File: src/rtl/led_pattern_gen_if.sv
// Pin-level bundle between the board switches, the LED pattern generator and the LED pins.
// The master drives mode/dir/pause; the slave (the generator) drives the LEDs, pulses and debug state.
interface led_pattern_gen_if #(
    parameter int N_LED = 8
);
    localparam int PW = (N_LED > 1) ? $clog2(N_LED) : 1;

    logic [1:0]       mode_i;
    logic             dir_i;
    logic             pause_i;
    logic [N_LED-1:0] led_o;
    logic             step_tick_o;
    logic             wrap_o;
    logic [PW-1:0]    dbg_pos_o;
    logic             dbg_phase_o;

    modport master (
        output mode_i, dir_i, pause_i,
        input  led_o, step_tick_o, wrap_o, dbg_pos_o, dbg_phase_o
    );

    modport slave (
        input  mode_i, dir_i, pause_i,
        output led_o, step_tick_o, wrap_o, dbg_pos_o, dbg_phase_o
    );
endinterface

File: src/rtl/led_pattern_gen.sv
// Multi-mode LED pattern generator: divides clk to a step enable and walks N_LED LEDs
// through fill, walk, bounce or fill-drain, with output mirroring and pause.
module led_pattern_gen #(
    parameter int N_LED   = 8,
    parameter int CLK_HZ  = 50_000_000,
    parameter int STEP_HZ = 1
) (
    input  logic              clk,
    input  logic              rst,
    led_pattern_gen_if.slave  bus
);
    localparam int DIV = CLK_HZ / STEP_HZ;
    localparam int DW  = (DIV > 1) ? $clog2(DIV) : 1;
    localparam int PW  = (N_LED > 1) ? $clog2(N_LED) : 1;
    localparam logic [DW-1:0] DIV_LAST        = DW'(DIV - 1);
    localparam logic [PW-1:0] POS_LAST        = PW'(N_LED - 1);
    localparam logic [PW-1:0] POS_BEFORE_LAST = PW'(N_LED - 2);
    localparam logic [PW-1:0] POS_ONE         = PW'(1);

    typedef enum logic [1:0] {M_FILL, M_WALK, M_BOUNCE, M_FILL_DRAIN} mode_e;
    typedef enum logic {PH_UP, PH_DOWN} phase_e;

    logic [DW-1:0]    div_cnt_q, div_cnt_d;
    logic [PW-1:0]    pos_q, pos_d;
    phase_e           phase_q, phase_d;
    mode_e            mode_q, mode_in;
    logic             started_q;
    logic [N_LED-1:0] led_q, led_d, raw;
    logic             step_tick_q, wrap_q;
    logic             tick, restart, wrap_d;

    assign mode_in = mode_e'(bus.mode_i);
    assign tick    = !bus.pause_i && (div_cnt_q == DIV_LAST);
    // The first tick and any mode change both restart the pattern at pos 0 without a wrap.
    assign restart = !started_q || (mode_in != mode_q);

    always_comb begin
        div_cnt_d = div_cnt_q;
        if (!bus.pause_i) div_cnt_d = tick ? '0 : div_cnt_q + 1'b1;
    end

    always_comb begin
        pos_d   = '0;
        phase_d = PH_UP;
        if (!restart) begin
            case (mode_q)
                M_FILL, M_WALK: pos_d = (pos_q == POS_LAST) ? '0 : pos_q + POS_ONE;
                M_BOUNCE: begin
                    if (phase_q == PH_UP) begin
                        if (pos_q != POS_LAST) begin
                            pos_d = pos_q + POS_ONE;
                        end else if (N_LED > 2) begin
                            pos_d   = POS_BEFORE_LAST;
                            phase_d = PH_DOWN;
                        end
                    end else if (pos_q > POS_ONE) begin
                        pos_d   = pos_q - POS_ONE;
                        phase_d = PH_DOWN;
                    end
                end
                default: begin
                    // Fill-drain: pos sweeps 0..N-1 in each phase, phase flips at the top.
                    if (pos_q == POS_LAST) begin
                        phase_d = (phase_q == PH_UP) ? PH_DOWN : PH_UP;
                    end else begin
                        pos_d   = pos_q + POS_ONE;
                        phase_d = phase_q;
                    end
                end
            endcase
        end
    end

    always_comb begin
        raw   = '0;
        led_d = '0;
        for (int i = 0; i < N_LED; i++) begin
            case (mode_in)
                M_FILL:         raw[i] = (i <= int'(pos_d));
                M_WALK, M_BOUNCE: raw[i] = (i == int'(pos_d));
                default:        raw[i] = (phase_d == PH_UP) ? (i <= int'(pos_d)) : (i > int'(pos_d));
            endcase
        end
        for (int i = 0; i < N_LED; i++) begin
            led_d[i] = bus.dir_i ? raw[N_LED-1-i] : raw[i];
        end
    end

    assign wrap_d = !restart && (pos_d == '0) && (phase_d == PH_UP);

    always_ff @(posedge clk or posedge rst) begin
        if (rst) begin
            div_cnt_q   <= '0;
            pos_q       <= '0;
            phase_q     <= PH_UP;
            started_q   <= 1'b0;
            mode_q      <= M_FILL;
            led_q       <= '0;
            step_tick_q <= 1'b0;
            wrap_q      <= 1'b0;
        end else begin
            div_cnt_q   <= div_cnt_d;
            step_tick_q <= tick;
            wrap_q      <= tick && wrap_d;
            if (tick) begin
                started_q <= 1'b1;
                mode_q    <= mode_in;
                pos_q     <= pos_d;
                phase_q   <= phase_d;
                led_q     <= led_d;
            end
        end
    end

    assign bus.led_o       = led_q;
    assign bus.step_tick_o = step_tick_q;
    assign bus.wrap_o      = wrap_q;
    assign bus.dbg_pos_o   = pos_q;
    assign bus.dbg_phase_o = (phase_q == PH_DOWN);
endmodule

File: src/flat_wrapper.sv
// flat-port wrapper written by rule: the top's interface ports become plain ports
module led_pattern_gen_flat 
#(
    parameter int N_LED   = 8,
    parameter int CLK_HZ  = 50_000_000,
    parameter int STEP_HZ = 1
)
  (clk, rst, bus_mode_i, bus_dir_i, bus_pause_i, bus_led_o, bus_step_tick_o, bus_wrap_o, bus_dbg_pos_o, bus_dbg_phase_o);
  led_pattern_gen_if #(.N_LED(N_LED)) bus_i ();
  input  logic clk;
  input  logic rst;
  input wire logic [$bits(bus_i.mode_i)-1:0] bus_mode_i;
  input wire logic [$bits(bus_i.dir_i)-1:0] bus_dir_i;
  input wire logic [$bits(bus_i.pause_i)-1:0] bus_pause_i;
  output wire logic [$bits(bus_i.led_o)-1:0] bus_led_o;
  output wire logic [$bits(bus_i.step_tick_o)-1:0] bus_step_tick_o;
  output wire logic [$bits(bus_i.wrap_o)-1:0] bus_wrap_o;
  output wire logic [$bits(bus_i.dbg_pos_o)-1:0] bus_dbg_pos_o;
  output wire logic [$bits(bus_i.dbg_phase_o)-1:0] bus_dbg_phase_o;
  assign bus_i.mode_i = bus_mode_i;
  assign bus_i.dir_i = bus_dir_i;
  assign bus_i.pause_i = bus_pause_i;
  assign bus_led_o = bus_i.led_o;
  assign bus_step_tick_o = bus_i.step_tick_o;
  assign bus_wrap_o = bus_i.wrap_o;
  assign bus_dbg_pos_o = bus_i.dbg_pos_o;
  assign bus_dbg_phase_o = bus_i.dbg_phase_o;
  led_pattern_gen #(.N_LED(N_LED), .CLK_HZ(CLK_HZ), .STEP_HZ(STEP_HZ)) u_core (.clk(clk), .rst(rst), .bus(bus_i));
endmodule
File: config.mk
export PLATFORM = sky130hd
export DESIGN_NAME = led_pattern_gen_flat
export DESIGN_NICKNAME = d
export VERILOG_FILES = /design/src/rtl/led_pattern_gen_if.sv /design/src/rtl/led_pattern_gen.sv /design/src/flat_wrapper.sv
export SDC_FILE = /design/constraint.sdc
export NUM_CORES = 1
export LEC_CHECK = 0
export ABC_AREA = 1
export CAP_MARGIN = 25
export CORE_MARGIN = 1
export CORE_UTILIZATION = 55
export CTS_BUF_LIST = sky130_fd_sc_hd__clkbuf_4 sky130_fd_sc_hd__clkbuf_8
export DETAILED_ROUTE_END_ITERATION = 6
export PLACE_DENSITY_LB_ADDON = 0.08
export SKIP_LAST_GASP = 1
export SLEW_MARGIN = 25
export SYNTH_ARGS = -nofsm -noshare
export SYNTH_HDL_FRONTEND = slang
export SYNTH_SLANG_ARGS = --single-unit
export TNS_END_PERCENT = 100
File: constraint.sdc
create_clock -name clk -period 2.55 [get_ports clk]
set_input_delay 0.255 -clock clk [delete_from_list [all_inputs] [get_ports clk]]
set_output_delay 0.255 -clock clk [all_outputs]
set_load 0.03 [all_outputs]
# Yosys cells after proc, flatten, opt, wreduce, memory -nomap -nowiden
# Cells that the tools add are included.
# classes
bitwise	1
reduce_logical	14
magnitude_cmp	15
mux	38
n_addsub	3
eq_ne	15
# op_table
op	count
26-bit by 1-bit adder with 26-bit output (second input constant)	1
26-bit equality test (second input constant)	1
26-bit 2-to-1 mux	1
1-bit 2-to-1 mux	22
3-bit 2-to-1 mux	6
1-bit one-hot mux with 2 select lines	9
3-bit equality test (first input constant)	4
3-bit > comparator (first input constant)	4
3-bit less-or-equal comparator (first input constant)	4
2-bit by 3-bit equality test with 1-bit output (first input constant)	2
2-bit by 3-bit > comparator with 1-bit output (first input constant)	2
2-bit by 3-bit less-or-equal comparator with 1-bit output (first input constant)	2
3-bit logical NOT	2
2-bit by 1-bit equality test with 1-bit output (second input constant)	2
2-bit equality test (second input constant)	2
1-bit logical AND	4
2-bit logical NOT	2
2-bit OR reduction	2
3-bit by 1-bit adder with 3-bit output (second input constant)	1
1-bit by 3-bit equality test with 1-bit output (first input constant)	1
3-bit equality test (second input constant)	1
1-bit by 3-bit > comparator with 1-bit output (first input constant)	1
3-bit by 1-bit > comparator with 1-bit output (second input constant)	1
1-bit by 3-bit less-or-equal comparator with 1-bit output (first input constant)	1
other kinds (6)	8
# word_totals
out_inout_bits	14
in_bits	6
wordCells	94
regBits	43

# Depth between registers and ports, before layout
# Gate-level depths: netlist of the first run.
# logic_depth
depth_word	9
ltp_mapped	16
mapped_depth_nobuf	16

# Worst setup path after synthesis of the first run
# OpenSTA, ideal clock, no wires.
# synth_timing
path_type	reg2reg
from	register u_core.pos_q[1], in the netlist u_core.bus.dbg_pos_o[1]
to	register u_core.led_q[4], in the netlist u_core.bus.led_o[4]
stages_incl_launch_ff	12
period_less_slack_ns	2.034
t_arrival_ns	1.969
path_buffers	0
slack_ns	0.516
cell_sequence	dfrtp_1 ha_1 inv_1 ha_1 or2_1 nand2_1 nor2_8 o21ai_1 nand3_1 nand3_1 nand3_1 nand2_1
# synth_via
elab_chain_cells	9
# synth_rtl
element	line	source
start, declared	led_pattern_gen.sv:24	logic [PW-1:0] pos_q, pos_d;
start signal, assigned	led_pattern_gen.sv:108	pos_q <= pos_d;
3-bit by 1-bit adder with 3-bit output (tied with other cells)	led_pattern_gen.sv:47, led_pattern_gen.sv:51, led_pattern_gen.sv:66	
3-bit 2-to-1 mux, on equally long branches	led_pattern_gen.sv:50, led_pattern_gen.sv:56	
3-bit 2-to-1 mux	led_pattern_gen.sv:49	if (phase_q == PH_UP) begin
3-bit 2-to-1 mux	n/a	
3-bit 2-to-1 mux	led_pattern_gen.sv:45	if (!restart) begin
3-bit less-or-equal comparator (tied with other cells)	led_pattern_gen.sv:79, led_pattern_gen.sv:81	
1-bit 2-to-1 mux	led_pattern_gen.sv:81	default: raw[i] = (phase_d == PH_UP) ? (i <= int'(pos_d)) : (i > int'(pos_d));
1-bit one-hot mux with 2 select lines	led_pattern_gen.sv:78	case (mode_in)
1-bit 2-to-1 mux *	led_pattern_gen.sv:85	led_d[i] = bus.dir_i ? raw[N_LED-1-i] : raw[i];
end signal, assigned	led_pattern_gen.sv:110	led_q <= led_d;
end, declared	led_pattern_gen.sv:28	logic [N_LED-1:0] led_q, led_d, raw;
# Every way passes the cells marked *; elsewhere a longest branch is shown, timed or not.
# A chain may end at the register's enable or synchronous reset.

# Final worst setup path of the first run
# layout_timing
from	register u_core.div_cnt_q[1]
to	register u_core.led_q[1], in the netlist u_core.bus.led_o[1]
# layout_via
elab_chain_cells	2
# layout_rtl
element	line	source
start, declared	led_pattern_gen.sv:23	logic [DW-1:0] div_cnt_q, div_cnt_d;
start signal, assigned	led_pattern_gen.sv:102	div_cnt_q <= div_cnt_d;
26-bit equality test	led_pattern_gen.sv:33	assign tick = !bus.pause_i && (div_cnt_q == DIV_LAST);
1-bit logical AND	led_pattern_gen.sv:33	
# Every way passes these cells.

==> qor.yml, run 1 <==
die:
  placementRows: 25
  start_util_pct: 58.71
  i_o_pin_cnt: 20
  die_width_um: 73.94
  die_height_um: 73.94
  core-area_sq_um: 4848
  die-area_sq_um: 5467
route:
  detailed_routing_iteration_count_for_the_pre_antenna_repair_pass: 4
  wl_per_cell_um: 12.71
  finalWirelength_um: 6243
  drt-vias-per-instance: 5.434
  ant_nets: 0
  drc_violation_count_after_routing: 0
  detailedRoute.firstIterationViolations: 256
  vias: 2668
global_routing:
  globalRouteOverflowTotal: 0
  grt_pass1_wl_um: 10650
  grt_max_degree: 25
  antenna_violations_before_repair: 0
  grt_pass1_vias: 2412
  global_route.usage.total_pct: 25.11
power:
  power.total_mw: 1.535
  p_clk_share_pct: 28.2
  power_switching_mw: 0.4774
  irDropWorstVdd_mv: 0.3519
  leakagePower_nw: 1.695
  power_report.internal_total_mw: 1.057
  pwr-share-comb_pct: 17.1
  switching_share_pct: 31.11
  sequentialPowerShare_pct: 54.7
  cellPowerDensity_nw_per_um2: 477.9
setup_path:
  critical_path.startpoint_type: "register"
  r2r-start: "u_core.div_cnt_q[1]$_DFFE_PP0N_"
  timing.critical_path.mode_cell: "nand2_1"
  crit_family: "simple AND/OR/NAND/NOR gates"
  cpMaxStageDelayCell: "dfrtp_1"
  worstSetupPathType: "register to register"
  critPathMaxFanout: 21
  timing.critical_path.buf_inv: 3
  critical_path.startpoint: "u_core.div_cnt_q[1]$_DFFE_PP0N_"
  cp_cell_sequence: "ha_1 > inv_1 > nor2_1 > nand2_1 > nor2_1 > inv_2 > nor3_2 > nand2_1 > buf_4 > a21oi_1 > nand2_1 > nand2_1"
  cp.arrival_ps: 2270
  crit_path_end_kind: "register"
  cpPeakStageDelay_ps: 400
  worstPathRequired_ps: 2780
clock_tree:
  post-cts-setup-buffers: 0
  post_cts_hold_buffer_count: 0
  tritoncts: "yes"
  cts_repair_resize_count: 0
  cts_max_path_buffers: 2
  clk_latency_ps: 290
  clock-sinks: 43
  cts.htree.levels: 2
  numCtsBuffers: 5
  ctsRootBufferMaster: "clkbuf_8"
  clk_pin_slew_worst_paths_ps: 80
logic_synthesis:
  synth_nets: 413
  synth.yosys.seq_area_share_pct: 37.80
  synth_top_area_cell: "dfrtp_1"
  netlist_area_sq_um: 2846
  synthesis.instances: 400
  yosys_register_bits: 43
  post-synth-top-area-fraction_pct: 37.80
  yosys_warnings: 0
  post_synth_num_cell_types: 37
  area_contributors_post_synth: "dfrtp_1 38%, nand2_1 15%, nand3_1 8.4%"
  synth.avg_cell_area_sq_um: 7.116
timing:
  max_slew.worst_pin.slew_ps: 360.0
  final-hold-violation-count: 0
  maxSlewViolCount: 0
  timing.final.setup_violations: 0
  fmaxAchievable_mhz: 489.4
  rsz0062_at_grt: "no"
  timing.setup.tns_ps: 0
  timing.slew.headroom_pct: 75.78
  minimum_period_implied_by_the_final_worst_setup_slack_ps: 2043
  period_share_pct: 80.12
  fin_skew_ps: 8.271
hold_path:
  timing.hold.worst.class: "input port to asynchronous set/reset pin"
final_layout:
  antenna_cells: 0
  fill_cells: 471
  area_growth_syn_to_layout_pct: 12.84
  number_of_nets_in_the_layout: 437
  post_route_cells_drive_above_1_share_pct: 9.198
  final_area_sq_um: 3212
placement:
  placement.io_buffers: 19
  place.detailed.hpwl_um: 4848
  gp_congestion: 0.9656
  dpl_cell_area_sq_um: 3124
outcome:
  run_status: "finished, final reports clean"
run:
  max_cap_viol_count: 0
synth_stat cells (all sizes together):
library cell / n
nand2: 115
inv: 59
nand3: 53
nor2: 46
dfrtp: 43
o21ai: 17
a21oi: 10
nand4: 10
nor3: 8
ha: 7
xor2: 7
nor4: 5
buf: 3
clkbuf: 3
nor3b: 3
o211ai: 2
or2: 2
a211oi: 1
a31oi: 1
o21a: 1
o21bai: 1
o31ai: 1
o32ai: 1
xnor2: 1
sequential cells by signal, summed over array words and instances (netlist names):
signal and flops:
u_core.div_cnt_q 26, u_core.bus.dbg_phase_o 1, u_core.bus.dbg_pos_o 3, u_core.bus.wrap_o 1
u_core.started_q 1, u_core.bus.step_tick_o 1, u_core.bus.led_o 8, u_core.mode_q 2
worst register-to-register path, stage by stage (launching register included):
cell	delay, ps
dfrtp_1	400
ha_1	200
inv_1	40
nor2_1	130
nand2_1	120
nor2_1	220
inv_2	70
nor3_2	100
nand2_1	170
buf_4	270
a21oi_1	140
nand2_1	60
nand2_1	60
per-stage QoR:
stage / std cells / hold WS [ps] / setup WS [ps] / utilization, %
floorplan: 400 / 367.6 / 516.3 / -
global placement: 484 / 450.5 / 457.9 / 64.44
detailed placement: 484 / 459.6 / 393.1 / 64.44
CTS: 491 / 157.1 / 512.5 / 66.25
global route: 491 / 159.2 / 307.0 / 66.25
finish: 491 / 152.4 / 506.9 / 66.25
final cells by class:
cell class	instances	area, sq um	share of cell area, %
Sequential cell	43	1076	33.50
Clock buffer	6	82.58	2.571
Inverter	59	221.5	6.895
Clock inverter	1	5.005	0.1558
Timing Repair Buffer	23	220.2	6.856
Tap cell	67	83.83	2.610
Multi-Input combinational cell	292	1523	47.41
metal layers:
layer  vias to the layer above  part of all wire (%)  track usage, %
met1                      1246                    50           36.13
li1                       1337                     -               -
met4                         0                  0.67           5.556
met3                         6                   5.4           5.014
met5                         -                     0               0
met2                        79                    44           39.19
power by group through the flow:
| stage | clock (mW) | combinational, mW | sequential, mW |
|---|---|---|---|
| after detailed placement | 0 | 0.265 | 0.845 |
| final | 0.432 | 0.263 | 0.840 |
| after floorplan | 0 | 0.203 | 0.823 |
| after CTS | 0.449 | 0.263 | 0.836 |
| after global placement | 0 | 0.258 | 0.848 |
| after global routing | 0.469 | 0.304 | 0.848 |
cells in the final DEF (no fill, tap or decap), types with 8 or more instances in the layout:
cell	Yosys	final
nand3_1	48	48
inv_1	48	47
nand4_1	10	10
a21oi_1	10	10
o21ai_1	8	8
nand2_1	114	114
clkdlybuf4s50_1	0	19
inv_2	11	11
dfrtp_1	43	43
nor2_1	41	41
o21ai_0	9	9
worst paths after layout:
check	to	slack, ps	cells past startpoint
min in group clk	u_core.bus.led_o[7]$_DFFE_PP0P_	490	2
min	u_core.bus.step_tick_o$_DFF_PP0_	150	2
max reg2reg	u_core.bus.led_o[1]$_DFFE_PP0P_	510	12
max in group asynchronous	u_core.div_cnt_q[14]$_DFFE_PP0N_	1890	3
min reg2reg	u_core.bus.led_o[7]$_DFFE_PP0P_	490	2
max	u_core.bus.led_o[1]$_DFFE_PP0P_	510	12
kinds of logic after synthesis:
group | after synthesis | synth area share (%)
buffers and inverters | 65 | 8.703
flip-flops | 43 | 37.80
adder cells (fa/ha/maj) | 7 | 3.077
AO/OA/AOI/OAI | 35 | 6.858
AND/OR/NAND/NOR | 242 | 41.10
XOR/XNOR | 8 | 2.462
Power figures use the tool's default switching activity.
==> run 2, diff against run 1 <==
clock period = 2.07 ns   (was 2.55 ns; I/O delays follow)
==> qor.yml, run 2 (synthesis gave the netlist of run 1 again) <==
global_routing:
  global_route.usage.total_pct: 24.90
  antenna_violations_before_repair: 0
  globalRouteOverflowTotal: 0
  grt_pass1_wl_um: 10540
  grt_pass1_vias: 2389
  grt_max_degree: 44
clock_tree:
  clk_latency_ps: 290
  tritoncts: "yes"
  cts_max_path_buffers: 2
  numCtsBuffers: 5
  ctsRootBufferMaster: "clkbuf_8"
  clock-sinks: 43
  post_cts_hold_buffer_count: 0
  clk_pin_slew_worst_paths_ps: 80
  cts.htree.levels: 2
timing:
  maxSlewViolCount: 0
  fmaxAchievable_mhz: 511.7
  timing.slew.headroom_pct: 64.43
  final-hold-violation-count: 0
  period_share_pct: 94.40
  fin_skew_ps: 9.002
  max_slew.worst_pin.slew_ps: 533.5
  rsz0062_at_grt: "yes"
  minimum_period_implied_by_the_final_worst_setup_slack_ps: 1954
  timing.final.setup_violations: 0
placement:
  place.detailed.hpwl_um: 4777
  gp_congestion: 0.9771
  dpl_cell_area_sq_um: 3147
  placement.io_buffers: 19
route:
  finalWirelength_um: 6445
  ant_nets: 0
  vias: 2724
  detailed_routing_iteration_count_for_the_pre_antenna_repair_pass: 4
  detailedRoute.firstIterationViolations: 192
  drt-vias-per-instance: 5.437
  wl_per_cell_um: 12.86
  drc_violation_count_after_routing: 0
die:
  start_util_pct: 58.71
  core-area_sq_um: 4848
  die_height_um: 73.94
  placementRows: 25
  die_width_um: 73.94
  i_o_pin_cnt: 20
  die-area_sq_um: 5467
final_layout:
  area_growth_syn_to_layout_pct: 17.89
  finalCoreUtilization_pct: 69.21
  most_common_cell_after_layout_fill_and_taps_aside: "nand2_1"
  registers.top_by_ff_count: "u_core.div_cnt_q"
  final_area_sq_um: 3356
  largest_register_ff_count: 26
  post_route_cells_drive_above_1_share_pct: 14.29
  antenna_cells: 0
  number_of_nets_in_the_layout: 446
  layout.cells.most_common_list: "108 x nand2_1, 47 x inv_1, 46 x nand3_1, 42 x dfrtp_1, 41 x nor2_1"
setup_path:
  critical_path.startpoint: "u_core.bus.dbg_pos_o[0]$_DFFE_PP0P_"
  critPathMaxFanout: 6
  worstPathRequired_ps: 2300
  r2r-start: "u_core.bus.dbg_pos_o[0]$_DFFE_PP0P_"
  worstSetupPathType: "register to register"
  cp.arrival_ps: 2180
  crit_path_end_kind: "register"
  critical_path.startpoint_type: "register"
run:
  max_cap_viol_count: 0
outcome:
  run_status: "finished, final reports clean"
power:
  irDropWorstVdd_mv: 0.5068
  leakagePower_nw: 1.758
  cellPowerDensity_nw_per_um2: 602.5
hold_path:
  timing.hold.worst.class: "input port to asynchronous set/reset pin"
## run 2: changes by cell type in the layout (fill, tap and decap cells not counted), moves of 2 or more
cell     before  now
buf_4         4   13
nand2_1     114  108
nand2_2       1    7
nand3_1      48   46
## run 2: area by class of cell
class	count	area [sq um]
inverter	59	221.5
tap	67	83.83
clock buffer	6	82.58
sequential	43	1077
multi-input combinational	292	1568
timing repair buffer	32	287.8
clock inverter	2	35.03
fill	412	1493
## run 2: metrics by stage
| stage | worst slack (ps) | power [mW] | TNS, ps | hold slack (ps) | cells |
|---|---|---|---|---|---|
| 5_1_grt | -52.04 | 2.148 | -234.5 | 415.4 | 501 |
| 6_report | 115.9 | 2.022 | 0 | 351.0 | 501 |
| 4_1_cts | 30.40 | 2.043 | 0 | 367.8 | 495 |
| 3_3_place_gp | 6.993 | 1.353 | 0 | 462.1 | 487 |
| 3_5_place_dp | -54.20 | 1.363 | -84.34 | 464.5 | 487 |
| 2_1_floorplan | 36.32 | 1.264 | 0 | 319.6 | 400 |
## run 2: critical path: stages, from the launching register on
cell     delay [ps]
dfrtp_1         420
buf_4           160
ha_1            190
nand2_2         100
inv_1            70
nand2_1          60
nand2_1          70
nand2_2          70
nand3_4         110
nor2_4          180
inv_2            80
o21ai_1          80
nand2_1          90
nand2_1          70
nand3_1          80
nand2_1          60
## run 2: what timing repair did
action                                  4_1_cts  5_1_grt
endpoints found under the setup margin        0        8
gates resized for setup                       0       14
setup buffers                                 0        6
## run 2: metal layers
layer / global-route usage [%] / vias to the layer above / share of wire (%)
met4: 6.838 / 0 / 1.2
met2: 39.29 / 96 / 47
met3: 4.607 / 11 / 5.5
met1: 35.18 / 1262 / 47
li1: - / 1355 / -
met5: 0 / - / 0
## run 2: final timing paths
path	slack, ps	end	cells after the start
max	120	u_core.bus.led_o[7]$_DFFE_PP0P_	15
min	350	u_core.started_q$_DFFE_PP0P_	3
max reg2reg	120	u_core.bus.led_o[7]$_DFFE_PP0P_	15
min reg2reg	490	u_core.bus.led_o[3]$_DFFE_PP0P_	2
max in group asynchronous	1330	u_core.bus.dbg_pos_o[1]$_DFFE_PP0P_	3
min in group clk	490	u_core.bus.led_o[3]$_DFFE_PP0P_	2
## run 2: power breakdown
group          total, mW  leakage (nW)  internal, mW  switching, mW
Sequential          1.03         0.536         0.925          0.106
Combinational      0.320          1.16         0.116          0.204
Clock              0.671        0.0612         0.390          0.281
==> run 3, diff against run 2 <==
PLACE_DENSITY = 0.75   (was unset)
PLACE_DENSITY_LB_ADDON = unset   (was 0.08)
==> qor.yml, run 3 (synthesis gave the netlist of run 1 again) <==
clock_tree:
  numCtsBuffers: 5
  ctsRootBufferMaster: "clkbuf_8"
  clk_latency_ps: 300
  cts.htree.levels: 2
  clock-sinks: 43
  tritoncts: "yes"
  cts_max_path_buffers: 2
  clk_pin_slew_worst_paths_ps: 90
  post_cts_hold_buffer_count: 0
setup_path:
  r2r_cells: 14
  path_depth: 14
  timing.critical_path.buf_inv: 3
  timing.reg2reg.setup_slack_ps: 60
  r2r-start: "u_core.bus.dbg_pos_o[0]$_DFFE_PP0P_"
  cpPeakStageDelay_ps: 440
  cp_cell_sequence: "buf_6 > ha_2 > nand2_4 > inv_1 > nand2_1 > nand2_1 > nand2_2 > nand3_4 > nor2_4 > inv_2 > nand3_1 > nand3_1 > nand3_1 > nand2_1"
  crit_path_end_kind: "register"
  worstPathRequired_ps: 2270
  worstReg2RegEnd: "u_core.bus.led_o[4]$_DFFE_PP0P_"
  worstSetupPathType: "register to register"
  critPathMaxFanout: 6
  crit_family: "simple AND/OR/NAND/NOR gates"
  critical_path.startpoint_type: "register"
  cpMaxStageDelayCell: "dfrtp_1"
  cp.arrival_ps: 2210
timing:
  max_slew.worst_pin.slew_ps: 704.3
  timing.slew.headroom_pct: 52.75
  final-hold-violation-count: 0
  minimum_period_implied_by_the_final_worst_setup_slack_ps: 2008
  rsz0062_at_grt: "yes"
  period_share_pct: 97.03
  maxSlewViolCount: 0
  fin_skew_ps: 6.638
  fin_ws_ps: 61.55
  fmaxAchievable_mhz: 497.9
  timing.final.setup_violations: 0
route:
  detailed_routing_iteration_count_for_the_pre_antenna_repair_pass: 4
  detailedRoute.firstIterationViolations: 182
  ant_nets: 0
  finalWirelength_um: 6795
  vias: 2697
  wl_per_cell_um: 13.51
  drc_violation_count_after_routing: 0
  drt-vias-per-instance: 5.362
global_routing:
  grt_max_degree: 22
  m3_gr_usage_pct: 5.962
  grt_pass1_wl_um: 10920
  gr-usage-met2_pct: 40.10
  antenna_violations_before_repair: 0
  grt_pass1_vias: 2318
  global_route.usage.total_pct: 26.18
  groute.layer.met1.usage_pct: 37.73
  globalRouteOverflowTotal: 0
  busiest_layer: "met2"
die:
  start_util_pct: 58.71
  core-area_sq_um: 4848
  placementRows: 25
  die_width_um: 73.94
  die_height_um: 73.94
  i_o_pin_cnt: 20
  die-area_sq_um: 5467
placement:
  place.detailed.hpwl_um: 4701
  dp.cells: 488
  gp_congestion: 0.9167
  placement.io_buffers: 19
  preCtsSetupSlack_ps: 22.69
final_layout:
  number_of_nets_in_the_layout: 448
  most_common_cell_after_layout_fill_and_taps_aside: "nand2_1"
  layout.cells.most_common_list: "106 x nand2_1, 46 x nand3_1, 46 x inv_1, 42 x dfrtp_1, 38 x nor2_1"
  area_growth_syn_to_layout_pct: 19.47
  registers.top_by_ff_count: "u_core.div_cnt_q"
  post_route_cells_drive_above_1_share_pct: 15.83
  antenna_cells: 0
  largest_register_ff_count: 26
  layoutNonFillerInstCount: 503
hold_path:
  timing.hold.worst.class: "input port to asynchronous set/reset pin"
run:
  max_cap_viol_count: 0
outcome:
  run_status: "finished, final reports clean"
power:
  power.total_mw: 2.053
  leakagePower_nw: 1.788
  irDropWorstVdd_mv: 0.3190
  cellPowerDensity_nw_per_um2: 603.7
-- run 3: changes by cell type in the layout (fill, tap and decap cells not counted) --
cell	delta
nor2_2	+3
buf_12	+1
inv_1	-1
o21ai_2	-1
buf_6	+1
o21ai_1	+1
nand2_2	+1
inv_2	+1
nor2_1	-3
nand2_1	-2
nand2_4	+1
-- run 3: worst max-delay path by stage --
stage	from	to	slack, ps
detailed placement	bus_mode_i[1]	u_core.bus.led_o[6]$_DFFE_PP0P_	20
floorplan	u_core.bus.dbg_pos_o[1]$_DFFE_PP0P_	u_core.bus.led_o[4]$_DFFE_PP0P_	40
CTS	u_core.bus.dbg_pos_o[1]$_DFFE_PP0P_	u_core.bus.led_o[4]$_DFFE_PP0P_	20
global placement	bus_mode_i[1]	u_core.bus.led_o[7]$_DFFE_PP0P_	50
global route	u_core.bus.dbg_pos_o[0]$_DFFE_PP0P_	u_core.bus.led_o[4]$_DFFE_PP0P_	-100
finish	u_core.bus.dbg_pos_o[0]$_DFFE_PP0P_	u_core.bus.led_o[4]$_DFFE_PP0P_	60
-- run 3: per-layer routing --
| layer | routed length, um | vias to the layer above |
|---|---|---|
| met3 | 371 | 15 |
| li1 | - | 1357 |
| met5 | 0 | - |
| met4 | 111 | 0 |
| met2 | 3021 | 85 |
| met1 | 3291 | 1240 |
-- run 3: layout make-up --
type	count	area (sq um)
Clock buffer	6	82.58
Clock inverter	2	35.03
Fill cell	421	1448
Inverter	59	221.5
Multi-Input combinational cell	292	1582
Sequential cell	43	1077
Tap cell	67	83.83
Timing Repair Buffer	34	319.1
-- run 3: timing repair --
action                                  4_1_cts  5_1_grt
resized for setup                             0       21
buffers inserted                              0        7
endpoints found under the setup margin        0       20
-- run 3: report_power, final --
group	switching, mW	internal (mW)
clock network	0.302	0.391
logic	0.210	0.118
registers	0.108	0.925
total	0.620	1.43
-- run 3: through the flow --
stage	utilization [%]	hold slack, ps	TNS, ps	instance area, sq um
6_report	70.14	231.4	0	3401
5_1_grt	70.14	271.4	-424.5	3401
4_1_cts	67.74	240.5	0	3284
3_5_place_dp	65.32	463.5	0	3167
3_3_place_gp	65.32	466.7	0	3167
2_1_floorplan	-	319.6	0	2846
